### src/rtl/dmi_pkg.sv
// DMI word definitions shared by the debug-channel buffer.
// Word layout is {addr[6:0], data[31:0], op[1:0]}.
package dmi_pkg;

  localparam int DMI_DATA_WIDTH = 41;
  localparam int DMI_ADDR_WIDTH = 7;

  typedef enum logic [1:0] {
    DMI_NOP   = 2'd0,
    DMI_READ  = 2'd1,
    DMI_WRITE = 2'd2
  } dmi_op_e;

  typedef struct packed {
    logic [DMI_ADDR_WIDTH-1:0] addr;
    logic [31:0]               data;
    dmi_op_e                   op;
  } dmi_word_t;

endpackage

### src/rtl/sync_fifo.sv
// Single-clock FIFO with wrap-bit pointers and registered storage.
// Read data is the head entry; nothing bypasses from write to read.
module sync_fifo #(
  parameter int WIDTH = 8,
  parameter int DEPTH = 4,
  localparam int AW = $clog2(DEPTH)
) (
  input  logic             clk,
  input  logic             rst,
  input  logic             flush,
  input  logic             push,
  input  logic             pop,
  input  logic [WIDTH-1:0] wdata,
  output logic [WIDTH-1:0] rdata,
  output logic             full,
  output logic             empty,
  output logic [AW:0]      count
);

  logic [AW:0]      wr_ptr;
  logic [AW:0]      rd_ptr;
  logic [WIDTH-1:0] mem [DEPTH];
  logic             do_push;
  logic             do_pop;

  assign full = (wr_ptr[AW-1:0] == rd_ptr[AW-1:0]) &&
                (wr_ptr[AW] != rd_ptr[AW]);
  assign empty   = (wr_ptr == rd_ptr);
  assign count   = wr_ptr - rd_ptr;
  assign do_push = push && !full;
  assign do_pop  = pop && !empty;
  assign rdata   = mem[rd_ptr[AW-1:0]];

  always_ff @(posedge clk) begin
    if (rst || flush) begin
      wr_ptr <= '0;
      rd_ptr <= '0;
    end else begin
      if (do_push) wr_ptr <= wr_ptr + (AW+1)'(1);
      if (do_pop)  rd_ptr <= rd_ptr + (AW+1)'(1);
    end
  end

  always_ff @(posedge clk) begin
    if (do_push) mem[wr_ptr[AW-1:0]] <= wdata;
  end

endmodule

### src/rtl/dmi_chan_buf.sv
// DMI request/response buffer between the debugger bridge and the DM.
// Limits issued requests and drops responses nobody is waiting for.
module dmi_chan_buf
  import dmi_pkg::*;
#(
  parameter int DATA_WIDTH      = DMI_DATA_WIDTH,
  parameter int REQ_DEPTH       = 4,
  parameter int RESP_DEPTH      = 4,
  parameter int MAX_OUTSTANDING = 4,
  localparam int OW = $clog2(MAX_OUTSTANDING + 1),
  localparam int QW = $clog2(REQ_DEPTH) + 1,
  localparam int RW = $clog2(RESP_DEPTH) + 1
) (
  input  logic                  clk_i,
  input  logic                  rst_i,
  input  logic                  flush_i,
  input  logic [DATA_WIDTH-1:0] req_data_i,
  input  logic                  req_valid_i,
  output logic                  req_ready_o,
  output logic [DATA_WIDTH-1:0] resp_data_o,
  output logic                  resp_valid_o,
  input  logic                  resp_ready_i,
  output logic [DATA_WIDTH-1:0] core_req_data_o,
  output logic                  core_req_valid_o,
  input  logic                  core_req_ready_i,
  input  logic [DATA_WIDTH-1:0] core_resp_data_i,
  input  logic                  core_resp_valid_i,
  output logic                  core_resp_ready_o,
  output logic [OW-1:0]         outstanding_o,
  output logic                  unexp_resp_o
);

  if ((MAX_OUTSTANDING < 1) || (MAX_OUTSTANDING > RESP_DEPTH)) begin : g_bad_max
    $error("MAX_OUTSTANDING must be within 1..RESP_DEPTH");
  end
  if ((REQ_DEPTH < 2) || ((REQ_DEPTH & (REQ_DEPTH - 1)) != 0)) begin : g_bad_req
    $error("REQ_DEPTH must be a power of two >= 2");
  end
  if ((RESP_DEPTH < 2) || ((RESP_DEPTH & (RESP_DEPTH - 1)) != 0)) begin : g_bad_resp
    $error("RESP_DEPTH must be a power of two >= 2");
  end

  localparam logic [OW-1:0] MAX_OS = OW'(MAX_OUTSTANDING);

  logic          req_full;
  logic          req_empty;
  logic [QW-1:0] req_count;
  logic          resp_full;
  logic          resp_empty;
  logic [RW-1:0] resp_count;
  logic          req_push;
  logic          req_pop;
  logic          cresp_hs;
  logic          resp_push;
  logic          resp_pop;
  logic          pending_nz;

  assign req_ready_o       = !req_full && !flush_i;
  assign core_req_valid_o  = !req_empty && (outstanding_o < MAX_OS) && !flush_i;
  assign core_resp_ready_o = !resp_full && !flush_i;
  assign resp_valid_o      = !resp_empty && !flush_i;

  assign req_push = req_valid_i && req_ready_o;
  assign req_pop  = core_req_valid_o && core_req_ready_i;
  assign resp_pop = resp_valid_o && resp_ready_i;
  assign cresp_hs = core_resp_valid_i && core_resp_ready_o;

  // A response is only wanted if some issued request has no reply queued.
  assign pending_nz = 32'(outstanding_o) > 32'(resp_count);
  assign resp_push  = cresp_hs && pending_nz;

  sync_fifo #(
    .WIDTH (DATA_WIDTH),
    .DEPTH (REQ_DEPTH)
  ) u_req_fifo (
    .clk   (clk_i),
    .rst   (rst_i),
    .flush (flush_i),
    .push  (req_push),
    .pop   (req_pop),
    .wdata (req_data_i),
    .rdata (core_req_data_o),
    .full  (req_full),
    .empty (req_empty),
    .count (req_count)
  );

  sync_fifo #(
    .WIDTH (DATA_WIDTH),
    .DEPTH (RESP_DEPTH)
  ) u_resp_fifo (
    .clk   (clk_i),
    .rst   (rst_i),
    .flush (flush_i),
    .push  (resp_push),
    .pop   (resp_pop),
    .wdata (core_resp_data_i),
    .rdata (resp_data_o),
    .full  (resp_full),
    .empty (resp_empty),
    .count (resp_count)
  );

  always_ff @(posedge clk_i) begin
    if (rst_i || flush_i) begin
      outstanding_o <= '0;
      unexp_resp_o  <= 1'b0;
    end else begin
      unexp_resp_o <= cresp_hs && !pending_nz;
      if (req_pop && !resp_pop) begin
        outstanding_o <= outstanding_o + OW'(1);
      end else if (resp_pop && !req_pop) begin
        outstanding_o <= outstanding_o - OW'(1);
      end
    end
  end

  a_req_count: assert property (@(posedge clk_i) disable iff (rst_i)
    32'(req_count) <= REQ_DEPTH);

endmodule

### config.mk
export PLATFORM = sky130hd
export DESIGN_NAME = dmi_chan_buf
export DESIGN_NICKNAME = d
export VERILOG_FILES = /design/src/rtl/dmi_pkg.sv /design/src/rtl/sync_fifo.sv /design/src/rtl/dmi_chan_buf.sv
export SDC_FILE = /design/constraint.sdc
export NUM_CORES = 1
export LEC_CHECK = 0
export BUFFER_PORTS_ARGS = -buffer_cell sky130_fd_sc_hd__buf_2
export CORE_UTILIZATION = 30
export CTS_CLUSTER_DIAMETER = 60
export DETAILED_ROUTE_END_ITERATION = 10
export HOLD_SLACK_MARGIN = 0.12
export SYNTH_ARGS = -nofsm -noshare
export SYNTH_HDL_FRONTEND = slang
export SYNTH_SLANG_ARGS = --single-unit
### constraint.sdc
create_clock -name clk_i -period 4.6 [get_ports clk_i]
set_input_delay 0.92 -clock clk_i [delete_from_list [all_inputs] [get_ports clk_i]]
set_output_delay 0.92 -clock clk_i [all_outputs]
set_load 0.01 [all_outputs]
==> metrics.txt <==
# TYPE chip_impl_metric gauge
chip_impl_metric{name="finalHoldViolCount",unit=""} 0
chip_impl_metric{name="path_clk_slew",unit="ns"} 0.06
chip_impl_info{name="top_post_synthesis_cells_by_area",value="edfxtp_1, mux4_2, dfxtp_1"} 1
chip_impl_metric{name="grt_start_max_net_pins",unit=""} 43
chip_impl_metric{name="postSynthCellCount",unit=""} 563
chip_impl_metric{name="minimum_clock_period_after_layout",unit="ns"} 3.41
chip_impl_info{name="rsz0062_at_grt",value="false"} 1
chip_impl_metric{name="power.leakage",unit="nW"} 5.26
chip_impl_metric{name="async_reset_ff_share",unit="%"} 0
chip_impl_metric{name="ff2ff_path_depth",unit=""} 11
chip_impl_metric{name="rows",unit=""} 75
chip_impl_metric{name="nets_in_the_synthesized_netlist",unit=""} 670
chip_impl_metric{name="yosysTopAreaCellShare",unit="%"} 75.7
chip_impl_info{name="crit_path_start_kind",value="flip-flop"} 1
chip_impl_metric{name="synth.yosys.warnings",unit=""} 0
chip_impl_metric{name="detailedRoute.firstIterationViolations",unit=""} 463
chip_impl_metric{name="drv_slew",unit=""} 0
chip_impl_info{name="timing.critical_path.to",value="u_resp_fifo.mem[0][17]$_DFFE_PP_"} 1
chip_impl_metric{name="grt.overflow.total",unit=""} 0
chip_impl_metric{name="tritoncts_num_sinks",unit=""} 348
chip_impl_metric{name="seq_area_frac_synth",unit="%"} 78.8
chip_impl_info{name="synth_top_flop_cell",value="edfxtp_1"} 1
chip_impl_info{name="synth_top_cell_by_area",value="edfxtp_1"} 1
chip_impl_info{name="endpoint_kind",value="flip-flop"} 1
chip_impl_metric{name="flow.area_growth_from_synthesis",unit="%"} 22.0
chip_impl_metric{name="grt_pass1_wl",unit="mm"} 37.9
chip_impl_metric{name="totalPowerFinal",unit="mW"} 6.52
chip_impl_metric{name="floorplan.die_area",unit="sq um"} 44200
chip_impl_metric{name="setup-tns-final",unit="ns"} 0
chip_impl_metric{name="grtUsageTotal",unit="%"} 11.5
chip_impl_metric{name="core",unit="sq um"} 42300
chip_impl_metric{name="synth-seq-cells",unit=""} 348
chip_impl_metric{name="dpl.cell_count",unit=""} 1307
chip_impl_metric{name="initial_core_util",unit="%"} 30.7
chip_impl_info{name="r2r_start",value="u_resp_fifo.wr_ptr[0]$_SDFFE_PP0P_"} 1
chip_impl_metric{name="synth_area_per_cell",unit="sq um"} 23.1
chip_impl_info{name="result_of_the_run",value="completed"} 1
chip_impl_metric{name="layout.filler_cells",unit=""} 3869
chip_impl_metric{name="die_h",unit="um"} 210
chip_impl_metric{name="cts.repair_timing.setup_buffer_count",unit=""} 0
chip_impl_metric{name="finish.cell_count_without_fillers",unit=""} 1380
chip_impl_metric{name="achievable-frequency",unit="MHz"} 293
chip_impl_metric{name="final.period_utilization",unit="%"} 74.2
chip_impl_metric{name="finish.net_count",unit=""} 878
chip_impl_metric{name="irDropWorstVdd",unit="mV"} 0.289
chip_impl_metric{name="regToRegSetupSlack",unit="ns"} 1.19
chip_impl_metric{name="worst_clock_skew",unit="ns"} 0.0163
chip_impl_info{name="final_common_cell",value="edfxtp_1"} 1
chip_impl_metric{name="route.detailed.vias_per_inst",unit=""} 4.40
chip_impl_metric{name="cts.hold.buffers_added",unit=""} 0
chip_impl_info{name="tritoncts",value="built"} 1
chip_impl_metric{name="vias",unit=""} 6072
chip_impl_metric{name="p_per_area",unit="nW/um^2"} 411
chip_impl_metric{name="portBuffers",unit=""} 178
chip_impl_metric{name="routedWlPerCell",unit="um"} 18.2
chip_impl_metric{name="synth-edff-count",unit=""} 328
chip_impl_metric{name="drc",unit=""} 0
chip_impl_metric{name="netlist_area",unit="sq um"} 13000
chip_impl_metric{name="final_routed_wirelength_across_all_metal_layers",unit="mm"} 25.2
chip_impl_info{name="crit_type",value="reg -> reg"} 1
chip_impl_metric{name="worst_ep_arrival_time",unit="ns"} 3.64
chip_impl_metric{name="ratio_of_cells_with_drive_above_1_in_the_final_layout",unit="%"} 42.8
chip_impl_metric{name="dp_hpwl",unit="mm"} 16.4
chip_impl_info{name="worstHoldPathType",value="reg -> reg"} 1
chip_impl_metric{name="cts_htree_levels",unit=""} 2
chip_impl_metric{name="slew_headroom",unit="%"} 26.9
chip_impl_metric{name="worstSkewPairLatency",unit="ns"} 0.53
chip_impl_info{name="cts-root-buf",value="clkbuf_16"} 1
chip_impl_metric{name="die_width",unit="um"} 210
chip_impl_metric{name="gpl.final_weighted_congestion",unit=""} 0.715
chip_impl_metric{name="drtAntennaViolNets",unit=""} 0
chip_impl_metric{name="clockBufferDepth",unit=""} 3
chip_impl_info{name="worst_setup_path_startpoint",value="u_resp_fifo.wr_ptr[0]$_SDFFE_PP0P_"} 1
chip_impl_metric{name="cts_inserted_buffers",unit=""} 39
chip_impl_info{name="most-common-layout-cells",value="edfxtp_1, buf_2, mux4_2"} 1
chip_impl_info{name="rr_endpoint",value="u_resp_fifo.mem[0][17]$_DFFE_PP_"} 1
chip_impl_metric{name="max_cap_violations",unit=""} 0
chip_impl_metric{name="cts_repair_resize_count",unit=""} 0
chip_impl_metric{name="num_io_pins",unit=""} 179
chip_impl_metric{name="drtPass1Iterations",unit=""} 7
chip_impl_metric{name="setup-violations-final",unit=""} 0
chip_impl_metric{name="grt_pass1_vias",unit=""} 6513
chip_impl_metric{name="post_synth_cell_types",unit=""} 38
chip_impl_metric{name="slew_at_the_pin_closest_to_its_max_slew_limit",unit="ns"} 1.10
chip_impl_metric{name="required",unit="ns"} 4.82
chip_impl_metric{name="crit_path_max_fanout",unit=""} 22
chip_impl_metric{name="initial_antenna_violation_count",unit=""} 6
==> how the worst min path moves through the flow <==
| stage | start | to | slack, ns | cells after the start |
|---|---|---|---|---|
| floorplan | u_resp_fifo.wr_ptr[2]$_SDFFE_PP0P_ | u_resp_fifo.wr_ptr[2]$_SDFFE_PP0P_ | 0.48 | 2 |
| global placement | u_resp_fifo.wr_ptr[2]$_SDFFE_PP0P_ | u_resp_fifo.wr_ptr[2]$_SDFFE_PP0P_ | 0.50 | 2 |
| detailed placement | u_resp_fifo.wr_ptr[2]$_SDFFE_PP0P_ | u_resp_fifo.wr_ptr[2]$_SDFFE_PP0P_ | 0.51 | 2 |
| CTS | u_resp_fifo.wr_ptr[2]$_SDFFE_PP0P_ | u_resp_fifo.wr_ptr[2]$_SDFFE_PP0P_ | 0.52 | 2 |
| global route | u_resp_fifo.wr_ptr[2]$_SDFFE_PP0P_ | u_resp_fifo.wr_ptr[2]$_SDFFE_PP0P_ | 0.57 | 2 |
| finish | u_resp_fifo.wr_ptr[2]$_SDFFE_PP0P_ | u_resp_fifo.wr_ptr[2]$_SDFFE_PP0P_ | 0.52 | 2 |
==> where the power goes <==
group / internal, mW / switching, mW
logic: 0.0734 / 0.101
registers: 3.49 / 0.00871
clock network: 1.65 / 1.19
total: 5.22 / 1.30
==> per-layer routing <==
metal / wire [um] / up-vias / track usage, %
li1: - / 2756 / -
met1: 10600 / 3056 / 14.4
met2: 11500 / 195 / 17.7
met3: 2460 / 57 / 4.80
met4: 596 / 8 / 4.18
met5: 50 / - / 0
==> through the flow <==
step / setup WS (ns) / utilization [%] / hold slack, ns / instance area, sq um
floorplan: 0.870 / - / 0.479 / 13000
global placement: 1.21 / 34.7 / 0.502 / 14700
detailed placement: 1.15 / 34.7 / 0.510 / 14700
CTS: 1.13 / 37.5 / 0.519 / 15900
global route: 0.967 / 37.5 / 0.574 / 15900
finish: 1.19 / 37.5 / 0.519 / 15900
==> cell usage after synthesis (4+ instances only) <==
cell	count
edfxtp_1	328
and2_1	7
buf_1	10
clkbuf_1	5
inv_1	13
ha_1	16
nand3_1	4
nor2_1	18
xor2_1	9
mux4_2	82
o21ai_0	5
buf_2	8
dfxtp_1	20
nand2_1	8
==> flip-flops by register name, summed over array words and instances, names as in the netlist, named ones only <==
| signal | flops |
|---|---|
| u_resp_fifo.wr_ptr | 3 |
| u_resp_fifo.mem | 164 |
| unexp_resp_o | 1 |
| u_req_fifo.rd_ptr | 3 |
| u_req_fifo.mem | 164 |
| u_resp_fifo.rd_ptr | 3 |
| u_req_fifo.wr_ptr | 3 |
| outstanding_o | 3 |
==> cells by family after synthesis <==
kind of cell    share of synthesized area, %
buf+inv                                 1.12
compound gates                         0.981
flops                                   78.8
xor+xnor                               0.933
simple gates                            1.80
fa+ha+maj                               1.85
mux                                     14.5
==> critical path, stage by stage (launching register included) <==
cell and delay [ns]:
dfxtp_1 0.33, inv_1 0.13, ha_1 0.16, inv_1 0.05, fa_1 0.42, xor2_1 0.17
ha_1 0.30, nand3_1 0.07, o21ai_0 0.24, nor3_4 0.33, and2_2 0.61, buf_12 0.26
==> area by class of cell <==
cell class                 count  area [sq um]  area share, %
tap                          577           722           4.55
multi-input combinational    179          2620           16.5
sequential                   348         10300           64.6
antenna                        3          7.51         0.0473
clock inverter                16           104          0.655
clock buffer                  54          1070           6.78
timing repair buffer         190          1030           6.50
inverter                      13          48.8          0.308
Power figures use the tool's default switching activity.
